**src/rtl/fetch_stage.sv**
```systemverilog
// fetch_stage: IF stage that owns the PC and fetches in order from imem over req/ready + rvalid.
// Returned words are queued with their PC+4 and presented to IF/ID, with redirect flush and stall hold.
module fetch_stage #(
    parameter logic [31:0] RESET_PC = 32'h0000_0000,
    parameter int          QDEPTH   = 2
) (
    input  logic        clk,
    input  logic        reset,
    input  logic        stall,
    input  logic        redirect,
    input  logic [31:0] redirect_pc,
    output logic        imem_req,
    output logic [31:0] imem_addr,
    input  logic        imem_ready,
    input  logic        imem_rvalid,
    input  logic [31:0] imem_rdata,
    output logic        valid_out,
    output logic [31:0] inst_out,
    output logic [31:0] pcplus4_out
);
    localparam int PW = $clog2(QDEPTH);
    localparam int CW = PW + 1;
    localparam logic [CW+1:0] QD = (CW+2)'(QDEPTH);

    logic [31:0]   fetch_pc;
    logic [31:0]   q_inst [QDEPTH];
    logic [31:0]   q_pc4 [QDEPTH];
    logic [PW-1:0] rd_ptr, wr_ptr;
    logic [CW-1:0] occ, inflight, drop;
    logic [CW+1:0] total;
    logic          accept, enq, pop;
    logic [31:0]   resp_pc4;

    assign total       = (CW+2)'(occ) + (CW+2)'(inflight) + (CW+2)'(drop);
    assign imem_req    = !reset && !redirect && (total < QD);
    assign imem_addr   = fetch_pc;
    assign accept      = imem_req && imem_ready;
    assign enq         = imem_rvalid && (drop == '0);
    assign valid_out   = occ != '0;
    assign pop         = valid_out && !stall;
    assign inst_out    = valid_out ? q_inst[rd_ptr] : '0;
    assign pcplus4_out = valid_out ? q_pc4[rd_ptr] : '0;
    // Responses return in order, so the oldest live request's PC+4 follows from fetch_pc and inflight.
    assign resp_pc4    = fetch_pc + 32'd4 - (32'(inflight) << 2);

    always_ff @(posedge clk or posedge reset) begin
        if (reset) begin
            fetch_pc <= RESET_PC;
            rd_ptr   <= '0;
            wr_ptr   <= '0;
            occ      <= '0;
            inflight <= '0;
            drop     <= '0;
        end else if (redirect) begin
            fetch_pc <= redirect_pc & 32'hFFFF_FFFC;
            rd_ptr   <= '0;
            wr_ptr   <= '0;
            occ      <= '0;
            inflight <= '0;
            drop     <= drop + inflight - CW'(imem_rvalid);
        end else begin
            if (accept) fetch_pc <= fetch_pc + 32'd4;
            if (enq) wr_ptr <= wr_ptr + 1'b1;
            if (pop) rd_ptr <= rd_ptr + 1'b1;
            occ      <= occ + CW'(enq) - CW'(pop);
            inflight <= inflight + CW'(accept) - CW'(enq);
            drop     <= drop - CW'(imem_rvalid && (drop != '0));
        end
    end

    always_ff @(posedge clk) begin
        if (!redirect && enq) begin
            q_inst[wr_ptr] <= imem_rdata;
            q_pc4[wr_ptr]  <= resp_pc4;
        end
    end

    assert property (@(posedge clk) disable iff (reset) total <= QD);
endmodule

```
**config.mk**
```make
export PLATFORM = sky130hd
export DESIGN_NAME = fetch_stage
export DESIGN_NICKNAME = d
export VERILOG_FILES = /design/src/rtl/fetch_stage.sv
export SDC_FILE = /design/constraint.sdc
export NUM_CORES = 1
export LEC_CHECK = 0
export CAP_MARGIN = 20
export CORE_UTILIZATION = 25
export CTS_BUF_LIST = sky130_fd_sc_hd__clkbuf_4 sky130_fd_sc_hd__clkbuf_8
export CTS_CLUSTER_DIAMETER = 100
export DETAILED_ROUTE_END_ITERATION = 8
export GPL_TIMING_DRIVEN = 0
export SLEW_MARGIN = 30
export SYNTH_ARGS = -nofsm -noshare
export SYNTH_HDL_FRONTEND = slang
export SYNTH_SLANG_ARGS = --single-unit
```
**constraint.sdc**
```tcl
create_clock -name clk -period 13.2 [get_ports clk]
set_input_delay 1.32 -clock clk [delete_from_list [all_inputs] [get_ports clk]]
set_output_delay 1.32 -clock clk [all_outputs]
set_load 0.02 [all_outputs]
```
==> run_results.csv <==
group,metric,value,unit
run_status,status,"finished clean",
hold_path,hold_path_class,"reg2reg",
timing,maxSlewViolCount,0,
pwr,irDropWorstVdd,0.0653,mV
placement,gp_congestion,0.880,
timing,fin_skew,0.0277,ns
drt,totalWireLength,24100,um
die,core_area,0.0335,mm^2
final_layout,final_cell_mix,"160 x clkdlybuf4s50_1, 124 x edfxtp_1, 89 x nor2_1",
timing,fin_ws,8.65,ns
setup_path,regToRegStartpoint,"inflight[1]",
yosys,synthDistinctLibCells,76,
clock_network,clock_latency,0.46,ns
clock_network,cts_max_level,4,
placement,place_inst,1358,
clock_network,cts_buffers,17,
timing,rsz0062_at_grt,"no",
placement,dp_slack,8.81,ns
drt,post_drt_wl_per_cell,17.4,um
die,die-area,0.0349,mm^2
final_layout,final_common_cell,"clkdlybuf4s50_1",
die,fp-row-count,67,
drt,drc_errors,0,
pwr,power_density,175,mW/mm^2
final_layout,fin_cells,1390,
timing,setup_tns,0,ns
final_layout,antenna_cells,0,
pwr,p_total,0.00197,W
setup_path,required,11.88,ns
setup_path,r2r-end,"inflight[1]",
grt,antenna_found_initial,0,
setup_path,cp_max_fo,5,
setup_path,crit_path_end_kind,"output port",
yosys,synth_area_leaders,"edfxtp_1 44%, dfrtp_1 11%, mux2i_1 8.0%",
placement,dp_hpwl,18400,um
setup_path,worst-r2r-setup-slack,9.40,ns
drt,ant_nets,0,
timing,fin_crit_sh,0.344,
grt,grt_pass1_vias,6289,
job,cap_violations,0,
clock_network,clk_root_buffer_cell,"clkbuf_8",
timing,fmax,220,MHz
timing,final_hold_viol_count,0,
final_layout,nNetsFinal,1013,
yosys,synth-async-reset-ratio,0.235,
grt,grtUsageTotal,0.139,
final_layout,area_growth,31.8,%
grt,grt_max_degree,21,
clock_network,cts_hold_buf,0,
die,io_pins,168,
clock_network,clk_pin_slew,0.11,ns
clock_network,cts.sinks,162,
drt,viasPerCell,4.57,
hold_path,worstHoldPathCells,1,
yosys,netlist.area_leader.share,0.436,
placement,numPortBuffers,160,
setup_path,startpoint_type,"flop",
setup_path,ff2ff_path_depth,15,
yosys,yosys_most_used_dff,"edfxtp_1",
die,start_util,0.255,
timing,period_needed,4.55,ns
yosys,syn_area,0.00854,mm^2
yosys,ys_seq_area_frac,0.547,
die,die_x,187,um
timing,setup_viol,0,
yosys,syn_avg_cell_area,11.7,um^2
clock_network,max-clock-path-buffers,2,
final_layout,drive_gt1_frac,0.123,
drt,firstDrtPassIters,5,
setup_path,crit_type,"reg2out",
drt,dr.first_iter.drc_count,327,
timing,worstMarginPinSlew,0.831,ns
clock_network,cts_tree,"built",
clock_network,postCtsSetupRepairBufs,0,
hold_path,hold_end,"drop[1]",
clock_network,cts_resized,0,
hold_path,min_from,"drop[1]",
setup_path,cp_data_arrival_time,3.23,ns
yosys,synth_seq_cells,162,
timing,slew_headroom,0.446,
die,fp.dieH,187,um
grt,grt_overflow_total,0,
pwr,p_leak,3.85,nW
yosys,yosysWarnings,0,
yosys,synth_edf_count,124,
grt,grt_first_pass_wirelength,37100,um
final_layout,final_core_util,0.336,
final_layout,fillCellCount,3424,
yosys,yosysTopAreaCell,"edfxtp_1",
drt,vias,6350,
yosys,netlist_instances,730,
registers in the layout, summed over array words and instances, names as in the netlist:
signal     flops
q_inst        64
q_pc4         60
imem_addr     30
drop           2
inflight       2
occ            2
rd_ptr         1
wr_ptr         1
synth_stat cells, drive strengths merged (10+ instances only):
| cell type | instances |
|---|---|
| and4 | 11 |
| buf | 33 |
| nand4 | 16 |
| o21ai | 34 |
| mux2i | 68 |
| a21oi | 12 |
| nand3 | 22 |
| nand2 | 35 |
| ha | 12 |
| xor2 | 21 |
| inv | 19 |
| nor4 | 16 |
| dfrtp | 38 |
| o311ai | 10 |
| clkbuf | 29 |
| xnor2 | 30 |
| nor3 | 12 |
| edfxtp | 124 |
| nor2 | 92 |
worst max-delay path by stage:
stage	startpoint	end	slack [ns]
CTS	inflight[1]	imem_req	8.59
floorplan	redirect	q_inst[1][0]	6.36
finish	inflight[1]	imem_req	8.65
detailed placement	reset	imem_req	8.81
global placement	imem_rvalid	q_inst[1][9]	3.07
global route	inflight[1]	imem_req	8.47
kinds of logic (layout without fill, tap and decap cells):
logic type                 Yosys count  in the layout  share of synthesized area
AOI/OAI and AO/OA                  108            108                     0.0936
xor gates and xnor gates            51             51                     0.0532
adders and majority gates           14             14                     0.0223
DFF                                162            162                      0.547
muxes                               68             68                     0.0797
and+or+nand+nor                    245            245                      0.158
buffers and inverters               81            290                     0.0456
other                                1              4                   0.000439
layout make-up:
cell class / count / area [um^2] / area share
Sequential cell: 162 / 4670 / 0.415
Multi-Input combinational cell: 490 / 3500 / 0.311
Clock buffer: 18 / 248 / 0.0220
Buffer: 62 / 318 / 0.0282
Tap cell: 448 / 561 / 0.0498
Inverter: 19 / 71.3 / 0.00634
Timing Repair Buffer: 177 / 1740 / 0.155
Clock inverter: 14 / 139 / 0.0123
metal layers:
| metal | GRT usage | vias up | wire length, um |
|---|---|---|---|
| li1 | - | 3101 | - |
| met1 | 0.181 | 3041 | 11200 |
| met2 | 0.232 | 185 | 11500 |
| met3 | 0.0231 | 23 | 965 |
| met4 | 0.0520 | 0 | 476 |
| met5 | 0 | - | 0 |
worst max-delay path, stage by stage, from the launching register on:
cell and delay [ns]:
dfrtp_1 0.44, inv_1 0.13, fa_1 0.52, inv_1 0.04, ha_1 0.28, nor4_1 0.26, and2_1 0.21, clkbuf_1 0.23
clkdlybuf4s50_1 0.66
power by group:
group          internal [W]  total (W)  switching (W)
Clock              0.000160   0.000367       0.000207
Sequential         0.000626   0.000670      0.0000432
Combinational      0.000395   0.000932       0.000537
Total               0.00118    0.00197       0.000787
metrics by stage:
step | hold WS (ns) | area, um^2
2_1_floorplan | 0.468 | 8550
3_3_place_gp | 0.487 | 10700
3_5_place_dp | 0.492 | 10900
4_1_cts | 0.513 | 11300
5_1_grt | 0.535 | 11300
6_report | 0.512 | 11300
Note: power is estimated with default switching activity, not from simulation.
